## config.mk

```make
export PLATFORM = sky130hd
export DESIGN_NAME = spi_cmd_seq
export DESIGN_NICKNAME = d
export VERILOG_FILES = /design/src/rtl/spi_cmd_seq.sv
export SDC_FILE = /design/constraint.sdc
export NUM_CORES = 1
export LEC_CHECK = 0
export CAP_MARGIN = 20
export CORE_MARGIN = 10
export CORE_UTILIZATION = 55
export CTS_BUF_LIST = sky130_fd_sc_hd__clkbuf_16
export DETAILED_ROUTE_END_ITERATION = 6
export PLACE_DENSITY = 0.86
export SETUP_SLACK_MARGIN = 0.5
export SLEW_MARGIN = 40
export SYNTH_ARGS = -nofsm -noshare
export SYNTH_HDL_FRONTEND = slang
export SYNTH_SLANG_ARGS = --single-unit
export TNS_END_PERCENT = 1
```

## constraint.sdc

```tcl
create_clock -name clk_i -period 3.5 [get_ports clk_i]
set_clock_uncertainty 0.1 [all_clocks]
set_input_delay 0.7 -clock clk_i [delete_from_list [all_inputs] [get_ports clk_i]]
set_output_delay 0.7 -clock clk_i [all_outputs]
set_load 0.005 [all_outputs]
```

## src/rtl/spi_cmd_seq.sv

```systemverilog
// spi_cmd_seq: command sequencer and byte buffer placed directly upstream of SpiMaster.
//
// The host pushes transaction commands (slave index, length-1) and TX bytes. A transaction
// is launched towards the master only once its whole payload sits in the TX FIFO and the
// same number of free entries exists in the RX FIFO, so the master never starves and its
// replies never overflow.
//
// Ports
//   clk_i, rst_ni                 single clock, synchronous active-low reset
//   cmd_valid_i/cmd_ready_o       command handshake; cmd_slave_i (0..23), cmd_len_i (N-1)
//   tx_valid_i/tx_ready_o         TX byte handshake, tx_data_i
//   rx_valid_o/rx_ready_i         RX FIFO head (first-word-fall-through), rx_data_o
//   tx_level_o, rx_level_o        FIFO occupancy, 0..DEPTH
//   done_o                        one-cycle pulse at the end of each transaction
//   err_o                         one-cycle pulse when a command is rejected
//   start_o, ss_mask_o,           master launch strobe and transaction parameters
//   trans_len_o
//   mread_i, mtx_d_o              master byte request and the byte handed to it
//   mvalid_i, mrx_d_i             master received-byte strobe and data
//   mbusy_i                       master transaction in progress
module spi_cmd_seq #(
    parameter int unsigned DEPTH = 16,
    parameter int unsigned LW    = $clog2(DEPTH) + 1
) (
    input  logic          clk_i,
    input  logic          rst_ni,
    // Host command stream
    input  logic          cmd_valid_i,
    output logic          cmd_ready_o,
    input  logic [4:0]    cmd_slave_i,
    input  logic [7:0]    cmd_len_i,
    // Host TX stream
    input  logic          tx_valid_i,
    output logic          tx_ready_o,
    input  logic [7:0]    tx_data_i,
    // Host RX stream
    output logic          rx_valid_o,
    input  logic          rx_ready_i,
    output logic [7:0]    rx_data_o,
    // Status
    output logic [LW-1:0] tx_level_o,
    output logic [LW-1:0] rx_level_o,
    output logic          done_o,
    output logic          err_o,
    // SpiMaster side
    output logic          start_o,
    output logic [23:0]   ss_mask_o,
    output logic [7:0]    trans_len_o,
    input  logic          mread_i,
    output logic [7:0]    mtx_d_o,
    input  logic          mvalid_i,
    input  logic [7:0]    mrx_d_i,
    input  logic          mbusy_i
);

    localparam int unsigned AW = $clog2(DEPTH);

    typedef enum logic [2:0] {
        StIdle,
        StWaitData,
        StStart,
        StWaitBusy,
        StRun,
        StDone
    } state_e;

    // ------------------------------------------------------------------
    // Out-of-reset flag: keeps both ready outputs low while reset is held,
    // so they rise only in the first cycle after reset deasserts.
    // ------------------------------------------------------------------
    logic active_q;

    always_ff @(posedge clk_i) begin
        if (!rst_ni) begin
            active_q <= 1'b0;
        end else begin
            active_q <= 1'b1;
        end
    end

    // ------------------------------------------------------------------
    // TX FIFO (host -> master)
    // ------------------------------------------------------------------
    logic [7:0]    tx_mem_q [DEPTH];
    logic [AW-1:0] tx_wr_q, tx_wr_d;
    logic [AW-1:0] tx_rd_q, tx_rd_d;
    logic [LW-1:0] tx_level_q, tx_level_d;
    logic [7:0]    mtx_d_q, mtx_d_d;
    logic          tx_full, tx_empty, tx_push, tx_pop;

    assign tx_full    = (tx_level_q == LW'(DEPTH));
    assign tx_empty   = (tx_level_q == '0);
    // A full FIFO stays not-ready even when the master pops in the same cycle.
    assign tx_ready_o = active_q & ~tx_full;
    assign tx_push    = tx_valid_i & tx_ready_o;
    assign tx_pop     = mread_i & ~tx_empty;

    always_comb begin
        tx_wr_d    = tx_wr_q;
        tx_rd_d    = tx_rd_q;
        tx_level_d = tx_level_q;
        mtx_d_d    = mtx_d_q;
        if (tx_push) begin
            tx_wr_d = tx_wr_q + AW'(1);
        end
        if (tx_pop) begin
            tx_rd_d = tx_rd_q + AW'(1);
        end
        if (tx_push && !tx_pop) begin
            tx_level_d = tx_level_q + LW'(1);
        end else if (tx_pop && !tx_push) begin
            tx_level_d = tx_level_q - LW'(1);
        end
        // A request against an empty FIFO hands the master a zero byte.
        if (mread_i) begin
            mtx_d_d = tx_empty ? 8'h00 : tx_mem_q[tx_rd_q];
        end
    end

    always_ff @(posedge clk_i) begin
        if (tx_push) begin
            tx_mem_q[tx_wr_q] <= tx_data_i;
        end
    end

    always_ff @(posedge clk_i) begin
        if (!rst_ni) begin
            tx_wr_q    <= '0;
            tx_rd_q    <= '0;
            tx_level_q <= '0;
            mtx_d_q    <= 8'h00;
        end else begin
            tx_wr_q    <= tx_wr_d;
            tx_rd_q    <= tx_rd_d;
            tx_level_q <= tx_level_d;
            mtx_d_q    <= mtx_d_d;
        end
    end

    assign tx_level_o = tx_level_q;
    assign mtx_d_o    = mtx_d_q;

    // ------------------------------------------------------------------
    // RX FIFO (master -> host)
    // ------------------------------------------------------------------
    logic [7:0]    rx_mem_q [DEPTH];
    logic [AW-1:0] rx_wr_q, rx_wr_d;
    logic [AW-1:0] rx_rd_q, rx_rd_d;
    logic [LW-1:0] rx_level_q, rx_level_d;
    logic          rx_full, rx_empty, rx_push, rx_pop;

    assign rx_full  = (rx_level_q == LW'(DEPTH));
    assign rx_empty = (rx_level_q == '0);
    // Bytes arriving while full are dropped; reservation makes that unreachable normally.
    assign rx_push  = mvalid_i & ~rx_full;
    assign rx_pop   = rx_ready_i & ~rx_empty;

    always_comb begin
        rx_wr_d    = rx_wr_q;
        rx_rd_d    = rx_rd_q;
        rx_level_d = rx_level_q;
        if (rx_push) begin
            rx_wr_d = rx_wr_q + AW'(1);
        end
        if (rx_pop) begin
            rx_rd_d = rx_rd_q + AW'(1);
        end
        if (rx_push && !rx_pop) begin
            rx_level_d = rx_level_q + LW'(1);
        end else if (rx_pop && !rx_push) begin
            rx_level_d = rx_level_q - LW'(1);
        end
    end

    always_ff @(posedge clk_i) begin
        if (rx_push) begin
            rx_mem_q[rx_wr_q] <= mrx_d_i;
        end
    end

    always_ff @(posedge clk_i) begin
        if (!rst_ni) begin
            rx_wr_q    <= '0;
            rx_rd_q    <= '0;
            rx_level_q <= '0;
        end else begin
            rx_wr_q    <= rx_wr_d;
            rx_rd_q    <= rx_rd_d;
            rx_level_q <= rx_level_d;
        end
    end

    assign rx_valid_o = ~rx_empty;
    // Masked to zero when empty so the head never shows uninitialised storage.
    assign rx_data_o  = rx_empty ? 8'h00 : rx_mem_q[rx_rd_q];
    assign rx_level_o = rx_level_q;

    // ------------------------------------------------------------------
    // Command sequencer
    // ------------------------------------------------------------------
    state_e     state_q, state_d;
    logic [4:0] slave_q, slave_d;
    logic [7:0] len_q, len_d;
    logic       err_q, err_d;

    logic [8:0] cmd_n;      // byte count of the offered command
    logic [8:0] xfer_n;     // byte count of the latched command
    logic       cmd_reject;
    logic       tx_enough;
    logic       rx_space;

    assign cmd_n      = {1'b0, cmd_len_i} + 9'd1;
    assign xfer_n     = {1'b0, len_q} + 9'd1;
    assign cmd_reject = (cmd_slave_i > 5'd23) || (32'(cmd_n) > DEPTH);
    assign tx_enough  = (32'(tx_level_q) >= 32'(xfer_n));
    assign rx_space   = ((DEPTH - 32'(rx_level_q)) >= 32'(xfer_n));

    always_comb begin
        state_d     = state_q;
        slave_d     = slave_q;
        len_d       = len_q;
        err_d       = 1'b0;
        cmd_ready_o = 1'b0;
        start_o     = 1'b0;
        done_o      = 1'b0;
        ss_mask_o   = 24'h0;
        trans_len_o = 8'h00;

        unique case (state_q)
            StIdle: begin
                cmd_ready_o = active_q;
                if (cmd_valid_i && active_q) begin
                    if (cmd_reject) begin
                        err_d = 1'b1;
                    end else begin
                        slave_d = cmd_slave_i;
                        len_d   = cmd_len_i;
                        state_d = StWaitData;
                    end
                end
            end
            StWaitData: begin
                if (tx_enough && rx_space) begin
                    state_d = StStart;
                end
            end
            StStart: begin
                start_o     = 1'b1;
                ss_mask_o   = 24'd1 << slave_q;
                trans_len_o = len_q;
                state_d     = StWaitBusy;
            end
            StWaitBusy: begin
                ss_mask_o   = 24'd1 << slave_q;
                trans_len_o = len_q;
                if (mbusy_i) begin
                    state_d = StRun;
                end
            end
            StRun: begin
                ss_mask_o   = 24'd1 << slave_q;
                trans_len_o = len_q;
                if (!mbusy_i) begin
                    state_d = StDone;
                end
            end
            StDone: begin
                ss_mask_o   = 24'd1 << slave_q;
                trans_len_o = len_q;
                done_o      = 1'b1;
                state_d     = StIdle;
            end
            default: begin
                state_d = StIdle;
            end
        endcase
    end

    always_ff @(posedge clk_i) begin
        if (!rst_ni) begin
            state_q <= StIdle;
            slave_q <= 5'd0;
            len_q   <= 8'h00;
            err_q   <= 1'b0;
        end else begin
            state_q <= state_d;
            slave_q <= slave_d;
            len_q   <= len_d;
            err_q   <= err_d;
        end
    end

    assign err_o = err_q;

endmodule

```

==> impl_metrics.xml, run 1 <==
<?xml version="1.0" encoding="UTF-8"?>
<metrics>
  <group name="sta">
    <metric name="worst-slew-pin-transition" unit="ns">0.9541</metric>
    <metric name="timing.slew.headroom" unit="%">36.16</metric>
    <metric name="maxSlewViolCount" unit="">0</metric>
    <metric name="fin_setup_tns" unit="ns">0</metric>
    <metric name="finalSetupViolations" unit="">0</metric>
    <metric name="timing.final.hold_violations" unit="">0</metric>
    <metric name="achievable-frequency" unit="MHz">301.9</metric>
    <metric name="post_layout_minimum_cycle_time" unit="ns">3.312</metric>
    <metric name="final_min_period_over_clock_period" unit="%">94.62</metric>
    <metric name="grt_setup_unrepaired" unit="">true</metric>
  </group>
  <group name="cts">
    <metric name="clk-insertion-delay-late" unit="ns">0.55</metric>
    <metric name="cts_max_level" unit="">1</metric>
    <metric name="clock_root_buffer" unit="">sky130_fd_sc_hd__clkbuf_16</metric>
    <metric name="tritoncts.num_buffers" unit="">31</metric>
    <metric name="clock-sinks" unit="">316</metric>
    <metric name="worst_setup_hold_path_clk_slew" unit="ns">0.06</metric>
    <metric name="tritoncts" unit="">built</metric>
    <metric name="cts.path.max_buffers" unit="">3</metric>
  </group>
  <group name="placed_design">
    <metric name="count_of_input_and_output_buffers" unit="">100</metric>
    <metric name="place.detailed.instances" unit="">1216</metric>
    <metric name="place.detailed.hpwl" unit="mm">18.73</metric>
    <metric name="finalWeightedCongestion" unit="">0.8128</metric>
  </group>
  <group name="power">
    <metric name="pnr_total_power" unit="mW">10.51</metric>
    <metric name="p_leak" unit="nW">5.423</metric>
    <metric name="power-per-cell-area" unit="nW/um^2">664.2</metric>
    <metric name="worst_ir_drop_vdd" unit="V">0.0005826</metric>
  </group>
  <group name="critical_path">
    <metric name="crit_chain" unit="">buf_6 &gt; buf_16 &gt; mux4_2 &gt; mux4_2 &gt; and2_4 &gt; buf_2</metric>
    <metric name="critical_path_required" unit="ns">2.70</metric>
    <metric name="critical_path_arrival" unit="ns">2.51</metric>
    <metric name="worst_path_max_delay_cell" unit="">sky130_fd_sc_hd__mux4_2</metric>
    <metric name="timing.critical_path.to_type" unit="">output pin</metric>
    <metric name="critical_path.most_common_cell" unit="">sky130_fd_sc_hd__mux4_2</metric>
    <metric name="worst-path-max-fanout" unit="">5</metric>
    <metric name="crit_path_start_kind" unit="">flip-flop</metric>
    <metric name="critical_path.max_stage_delay" unit="ns">0.51</metric>
    <metric name="path_class" unit="">reg2out</metric>
  </group>
  <group name="logic_synthesis">
    <metric name="ys.flop_type" unit="">sky130_fd_sc_hd__edfxtp_1</metric>
    <metric name="asyncSetResetFlopFracSynth" unit="%">0</metric>
    <metric name="yosys_register_bits" unit="">316</metric>
    <metric name="synthCells" unit="">796</metric>
    <metric name="ys.warnings.count" unit="">0</metric>
    <metric name="synth.cell_area" unit="sq um">13080</metric>
    <metric name="number_of_flops_mapped_to_enable_cells_by_yosys" unit="">256</metric>
    <metric name="avgSynthCellArea" unit="sq um">16.44</metric>
    <metric name="synthDistinctLibCells" unit="">46</metric>
    <metric name="synth_sequential_area_ratio" unit="%">67.94</metric>
    <metric name="synth_fp_nets" unit="">869</metric>
  </group>
  <group name="global_routing">
    <metric name="grt_max_degree" unit="">33</metric>
    <metric name="grt_pass1_wl" unit="mm">43.06</metric>
    <metric name="global_route.usage.total" unit="%">17.99</metric>
    <metric name="initial_antenna_violation_count" unit="">0</metric>
    <metric name="grt_overflow" unit="">0</metric>
    <metric name="vias_in_the_first_global_route" unit="">7636</metric>
  </group>
  <group name="floorplanning">
    <metric name="placementRows" unit="">56</metric>
    <metric name="design.core.area" unit="sq um">23470</metric>
    <metric name="initial_utilization" unit="%">55.74</metric>
    <metric name="die-area" unit="sq um">30360</metric>
    <metric name="floorplan.die.height" unit="microns">174.2</metric>
    <metric name="num_io_pins" unit="">101</metric>
    <metric name="die_width" unit="microns">174.2</metric>
  </group>
  <group name="final_layout">
    <metric name="fin_nets" unit="">1014</metric>
    <metric name="layout-drive-gt1-share" unit="%">19.88</metric>
    <metric name="antennaDiodeCount" unit="">0</metric>
    <metric name="area_growth" unit="%">20.90</metric>
    <metric name="final_core_util" unit="%">67.39</metric>
    <metric name="post_layout_nonfiller_instances" unit="">1285</metric>
    <metric name="final.fill_count" unit="">1520</metric>
  </group>
  <group name="route">
    <metric name="initialDrtViolationCount" unit="">546</metric>
    <metric name="antenna_viol_nets_final" unit="">0</metric>
    <metric name="via_per_inst" unit="">5.711</metric>
    <metric name="dr_total_vias" unit="">7338</metric>
    <metric name="wl" unit="mm">27.70</metric>
    <metric name="detail_route.first_pass.iterations" unit="">5</metric>
    <metric name="route.detailed.drc" unit="">0</metric>
    <metric name="wire_per_inst" unit="microns">21.55</metric>
  </group>
  <group name="worst_hold_path">
    <metric name="hold_path.class" unit="">reg2reg</metric>
  </group>
  <group name="run_status">
    <metric name="run_status" unit="">finished clean</metric>
  </group>
  <group name="job">
    <metric name="drv_cap" unit="">0</metric>
  </group>
</metrics>
==> cell type report <==
cell class	instances	area, sq um	area share, %
Clock buffer	31	775.7	4.904
Clock inverter	27	225.2	1.424
Inverter	20	75.07	0.4746
Multi-Input combinational cell	421	3953	24.99
Sequential cell	316	8900	56.26
Tap cell	319	399.1	2.523
Timing Repair Buffer	151	1490	9.421
==> cell usage after synthesis, drive strengths merged (2+ instances only) <==
library cell  instances  area, sq um
nand4                 5        31.28
o21a                  2        15.01
clkbuf               17        63.81
nand2b               10        62.56
a211oi                9        67.56
or2                   2        12.51
edfxtp              256         7687
and3                  4        25.02
nand3                 7        35.03
nor2b                12        75.07
a211o                 2        17.52
nand3b                2        15.01
mux2i                23        230.2
ha                   34        425.4
nor4b                 2        17.52
buf                  22        126.4
a22o                  8        70.07
a21boi                2        15.01
nand2                24        90.09
and2                 16        100.1
or3                   2        12.51
a21o                  5        37.54
mux4                 72         1622
xnor2                15        131.4
nor4                  3        18.77
xor2                 14        122.6
or4                   2        15.01
a21oi                25        125.1
nor3                  9        45.04
nor2                 94        352.8
o21ai                 5        25.02
dfxtp                60         1201
inv                  20        75.07
fa                    2        40.04
==> per-layer routing <==
metal	vias up	routed length (microns)	track usage [%]
met5	-	0	0
li1	3340	-	-
met1	3706	10500	20.97
met3	55	1213	2.405
met2	237	15050	33.00
met4	0	940	6.698
==> placed cells by master, fill, tap and decap left out, types with 9 or more instances in the layout <==
cell                              count
sky130_fd_sc_hd__nand2b_1            10
sky130_fd_sc_hd__buf_4               41
sky130_fd_sc_hd__mux4_2              72
sky130_fd_sc_hd__xor2_1              14
sky130_fd_sc_hd__nor3_1               9
sky130_fd_sc_hd__ha_1                34
sky130_fd_sc_hd__a211oi_1             9
sky130_fd_sc_hd__dfxtp_1             55
sky130_fd_sc_hd__a21oi_1             25
sky130_fd_sc_hd__inv_1               27
sky130_fd_sc_hd__mux2i_1             23
sky130_fd_sc_hd__xnor2_1             15
sky130_fd_sc_hd__edfxtp_1           256
sky130_fd_sc_hd__nand2_1             24
sky130_fd_sc_hd__clkdlybuf4s50_1     92
sky130_fd_sc_hd__nor2_1              93
sky130_fd_sc_hd__and2_1               9
sky130_fd_sc_hd__nor2b_1             11
sky130_fd_sc_hd__clkbuf_16           31
==> cells by family after synthesis <==
| family | count (synthesis) | synth area share (%) |
|---|---|---|
| and+or+nand+nor | 197 | 7.134 |
| adders and majority gates | 36 | 3.557 |
| xor gates and xnor gates | 29 | 1.941 |
| DFF | 316 | 67.94 |
| AOI/OAI and AO/OA | 64 | 3.251 |
| buffers and inverters | 59 | 2.027 |
| muxes | 95 | 14.15 |
==> where the power goes <==
| group | switching, mW | total [mW] | internal [mW] |
|---|---|---|---|
| Sequential | 0.213 | 4.46 | 4.24 |
| Combinational | 1.23 | 2.84 | 1.61 |
| Clock | 1.32 | 3.21 | 1.90 |
| Total | 2.75 | 10.5 | 7.75 |
==> path summary, 6_finish.rpt <==
check	startpoint	to	slack [ns]	depth (start not counted)
worst max register to register	rx_level_o[1]	rx_level_o[4]	0.43	13
worst min register to register	mtx_d_o[5]	mtx_d_o[5]	0.38	1
worst max-delay path	flip-flop	rx_data_o[6]	0.19	6
worst min-delay path	mtx_d_o[5]	mtx_d_o[5]	0.38	1
==> repair_timing <==
item	CTS	global route
hold buffers	0	0
setup endpoints to repair	34	36
buffers inserted	8	0
pin swaps	3	0
resized for setup	52	6
gates cloned	3	0
==> state kept, by name (all words and copies together) (netlist names), named ones only <==
signal and flops:
state_q 3, tx_wr_q 4, tx_level_o 5, len_q 8, slave_q 5, rx_level_o 5
tx_rd_q 4, rx_rd_q 4, mtx_d_o 8, rx_mem_q 128, tx_mem_q 128, active_q 1
err_o 1, rx_wr_q 4
==> metrics by stage <==
| stage | setup slack, ns | area [sq um] | hold WS, ns |
|---|---|---|---|
| final | 0.1882 | 15820 | 0.3782 |
| after global routing | 0.1189 | 15820 | 0.4101 |
| after CTS | 0.1985 | 15790 | 0.3822 |
| after detailed placement | 0.2352 | 14620 | 0.3634 |
| after global placement | 0.2924 | 14620 | 0.3628 |
| after floorplan | 0.5452 | 13090 | 0.3660 |
==> critical path, delay by kind of cell, from the launching register on <==
kind	cells	cell delay [ns]
buf+inv	3	0.40
mux	2	1.00
flops	1	0.42
simple gates	1	0.15
Note: power is estimated with default switching activity, not from simulation.
==> inputs of run 2 (changes only) <==
--- a/config.mk
+++ b/config.mk
@@ -6,11 +6,11 @@
 export NUM_CORES = 1
 export LEC_CHECK = 0
 export CAP_MARGIN = 20
-export CORE_MARGIN = 10
-export CORE_UTILIZATION = 55
+export CORE_ASPECT_RATIO = 0.75
+export CORE_UTILIZATION = 58
 export CTS_BUF_LIST = sky130_fd_sc_hd__clkbuf_16
 export DETAILED_ROUTE_END_ITERATION = 6
-export PLACE_DENSITY = 0.86
+export PLACE_DENSITY = 0.89
 export SETUP_SLACK_MARGIN = 0.5
 export SLEW_MARGIN = 40
 export SYNTH_ARGS = -nofsm -noshare
==> run 2 against run 1 <==
  * Register-to-register slack lost 0.20 ns
  * Clock power decreased by 4%
  * Critical path depth grew 1
  * Final cell count decreased by 1.7%
  * Highest routed layer unchanged
==> impl_metrics.xml, run 2 (synthesized netlist as in run 1, its figures left out) <==
<?xml version="1.0" encoding="UTF-8"?>
<metrics>
  <group name="run_status">
    <metric name="run_status" unit="">finished clean</metric>
  </group>
  <group name="sta">
    <metric name="achievable-frequency" unit="MHz">292.3</metric>
    <metric name="timing.hold.ws" unit="ns">0.3804</metric>
    <metric name="maxSlewViolCount" unit="">0</metric>
    <metric name="post_layout_minimum_cycle_time" unit="ns">3.421</metric>
    <metric name="grt_setup_unrepaired" unit="">true</metric>
    <metric name="worst-slew-pin-transition" unit="ns">0.6554</metric>
    <metric name="finalSetupViolations" unit="">0</metric>
    <metric name="final_min_period_over_clock_period" unit="%">97.74</metric>
    <metric name="timing.slew.headroom" unit="%">56.14</metric>
    <metric name="timing.final.hold_violations" unit="">0</metric>
    <metric name="fin_setup_tns" unit="ns">0</metric>
  </group>
  <group name="final_layout">
    <metric name="fin_nets" unit="">1019</metric>
    <metric name="largest_registers" unit="">rx_mem_q (128), tx_mem_q (128)</metric>
    <metric name="area_growth" unit="%">20.87</metric>
    <metric name="mostFrequentLayoutCells" unit="">sky130_fd_sc_hd__edfxtp_1, sky130_fd_sc_hd__nor2_1, sky130_fd_sc_hd__clkdlybuf4s50_1, sky130_fd_sc_hd__mux4_2, sky130_fd_sc_hd__dfxtp_1</metric>
    <metric name="antennaDiodeCount" unit="">0</metric>
    <metric name="layout-drive-gt1-share" unit="%">20.54</metric>
    <metric name="final_common_cell" unit="">sky130_fd_sc_hd__edfxtp_1</metric>
    <metric name="stdcell_area" unit="sq um">15810</metric>
  </group>
  <group name="route">
    <metric name="initialDrtViolationCount" unit="">868</metric>
    <metric name="detail_route.first_pass.iterations" unit="">5</metric>
    <metric name="antenna_viol_nets_final" unit="">0</metric>
    <metric name="via_per_inst" unit="">6.150</metric>
    <metric name="wl" unit="mm">30.07</metric>
    <metric name="dr_total_vias" unit="">7768</metric>
    <metric name="wire_per_inst" unit="microns">23.81</metric>
    <metric name="route.detailed.drc" unit="">0</metric>
  </group>
  <group name="critical_path">
    <metric name="crit_path_start_kind" unit="">flip-flop</metric>
    <metric name="critical_path.most_common_cell" unit="">sky130_fd_sc_hd__mux4_2</metric>
    <metric name="reg2reg_setup_slack" unit="ns">0.23</metric>
    <metric name="depth_of_the_worst_register_to_register_path" unit="">13</metric>
    <metric name="worst-path-max-fanout" unit="">5</metric>
    <metric name="path_buf_inv" unit="">4</metric>
    <metric name="critical_path_arrival" unit="ns">2.62</metric>
    <metric name="worst_path_max_delay_cell" unit="">sky130_fd_sc_hd__mux4_2</metric>
    <metric name="crit_chain" unit="">buf_12 &gt; buf_16 &gt; buf_8 &gt; mux4_2 &gt; mux4_2 &gt; and2_4 &gt; buf_6</metric>
    <metric name="terminus_of_the_critical_flop_to_flop_path" unit="">rx_level_o[4]</metric>
    <metric name="critPathTopFamily" unit="">multiplexers</metric>
    <metric name="crit_path_end" unit="">rx_data_o[7]</metric>
    <metric name="timing.critical_path.to_type" unit="">output pin</metric>
    <metric name="critical_path_required" unit="ns">2.70</metric>
    <metric name="timing.rr.start" unit="">rx_level_o[0]</metric>
    <metric name="path_class" unit="">reg2out</metric>
    <metric name="crit_cells" unit="">7</metric>
    <metric name="critical_path.max_stage_delay" unit="ns">0.53</metric>
  </group>
  <group name="placed_design">
    <metric name="finalWeightedCongestion" unit="">0.8121</metric>
    <metric name="count_of_input_and_output_buffers" unit="">100</metric>
    <metric name="area_after_dpl" unit="sq um">14630</metric>
    <metric name="place.detailed.hpwl" unit="mm">18.30</metric>
  </group>
  <group name="global_routing">
    <metric name="global_route.usage.total" unit="%">26.47</metric>
    <metric name="gr-max-usage-layer" unit="">met2</metric>
    <metric name="grt_overflow" unit="">0</metric>
    <metric name="grt_use_met3" unit="%">4.815</metric>
    <metric name="gr-usage-met2" unit="%">43.69</metric>
    <metric name="vias_in_the_first_global_route" unit="">7729</metric>
    <metric name="grt_use_met1" unit="%">35.92</metric>
    <metric name="grt_max_degree" unit="">41</metric>
    <metric name="initial_antenna_violation_count" unit="">0</metric>
    <metric name="grt_pass1_wl" unit="mm">45.33</metric>
  </group>
  <group name="power">
    <metric name="p_leak" unit="nW">5.405</metric>
    <metric name="power-per-cell-area" unit="nW/um^2">667.5</metric>
    <metric name="worst_ir_drop_vdd" unit="V">0.0004278</metric>
  </group>
  <group name="floorplanning">
    <metric name="num_io_pins" unit="">101</metric>
    <metric name="floorplan.die.height" unit="microns">132.1</metric>
    <metric name="initial_utilization" unit="%">59.17</metric>
    <metric name="die_width" unit="microns">175.4</metric>
    <metric name="placementRows" unit="">47</metric>
    <metric name="design.core.area" unit="sq um">22110</metric>
    <metric name="die-area" unit="sq um">23170</metric>
  </group>
  <group name="cts">
    <metric name="cts.path.max_buffers" unit="">3</metric>
    <metric name="tritoncts" unit="">built</metric>
    <metric name="clock-sinks" unit="">316</metric>
    <metric name="tritoncts.num_buffers" unit="">29</metric>
    <metric name="cts_hold_buffers" unit="">0</metric>
    <metric name="clk-insertion-delay-late" unit="ns">0.55</metric>
    <metric name="worst_setup_hold_path_clk_slew" unit="ns">0.07</metric>
    <metric name="cts_max_level" unit="">1</metric>
    <metric name="clock_root_buffer" unit="">sky130_fd_sc_hd__clkbuf_16</metric>
  </group>
  <group name="job">
    <metric name="drv_cap" unit="">0</metric>
  </group>
  <group name="worst_hold_path">
    <metric name="hold_path.class" unit="">reg2reg</metric>
  </group>
</metrics>
run 2: area by class of cell:
| type | count | area, sq um |
|---|---|---|
| Fill cell | 1318 | 6297 |
| Multi-Input combinational cell | 421 | 3958 |
| Inverter | 20 | 78.83 |
| Tap cell | 294 | 367.9 |
| Sequential cell | 316 | 8900 |
| Clock buffer | 29 | 725.7 |
| Timing Repair Buffer | 158 | 1578 |
| Clock inverter | 25 | 206.4 |
run 2: worst min-delay path by stage:
stage | cells after the start | start | endpoint | slack, ns
finish | 1 | mtx_d_o[4] | mtx_d_o[4] | 0.38
global route | 1 | mtx_d_o[0] | mtx_d_o[0] | 0.40
CTS | 1 | mtx_d_o[4] | mtx_d_o[4] | 0.38
detailed placement | 1 | mtx_d_o[4] | mtx_d_o[4] | 0.37
global placement | 1 | mtx_d_o[6] | mtx_d_o[6] | 0.36
floorplan | 1 | mtx_d_o[6] | mtx_d_o[6] | 0.37
run 2: what timing repair did:
item | in CTS | in global routing
resized for setup | 45 | 12
pin swaps | 1 | 0
endpoints found under the setup margin | 35 | 46
buffers inserted | 12 | 0
cloned | 3 | 0
run 2: layer usage:
| metal | vias to the layer above | share of wire [%] |
|---|---|---|
| li1 | 3359 | - |
| met1 | 3858 | 39 |
| met2 | 469 | 49 |
| met3 | 82 | 8.5 |
| met4 | 0 | 3.7 |
| met5 | - | 0 |
run 2: stage by stage:
stage                     utilization, %  instances  setup WS [ns]  total power [mW]
final                              71.52       1263        0.07913             10.56
after global routing               71.52       1263        0.04466             10.95
after CTS                          71.33       1263        0.09304             10.46
after detailed placement           66.16       1194         0.2295             7.111
after global placement             66.15       1194         0.3323             6.953
after floorplan                        -        796         0.5452             6.198
run 2: where the power goes:
part	switching [mW]	total, mW	internal, mW	leakage (nW)
logic	1.34	3.01	1.67	2.15
registers	0.209	4.45	4.24	2.80
clock network	1.36	3.09	1.73	0.459
total	2.90	10.6	7.65	5.41
run 2: worst register-to-register path, cell delays in order (launching register included):
cell,delay [ns]
sky130_fd_sc_hd__dfxtp_2,0.41
sky130_fd_sc_hd__inv_1,0.08
sky130_fd_sc_hd__ha_1,0.23
sky130_fd_sc_hd__nor3b_2,0.18
sky130_fd_sc_hd__ha_1,0.22
sky130_fd_sc_hd__nor2b_1,0.18
sky130_fd_sc_hd__ha_1,0.23
sky130_fd_sc_hd__inv_1,0.12
sky130_fd_sc_hd__fa_1,0.45
sky130_fd_sc_hd__a21o_1,0.21
sky130_fd_sc_hd__a21oi_1,0.18
sky130_fd_sc_hd__xnor2_1,0.09
sky130_fd_sc_hd__or3_1,0.34
sky130_fd_sc_hd__a21oi_1,0.17
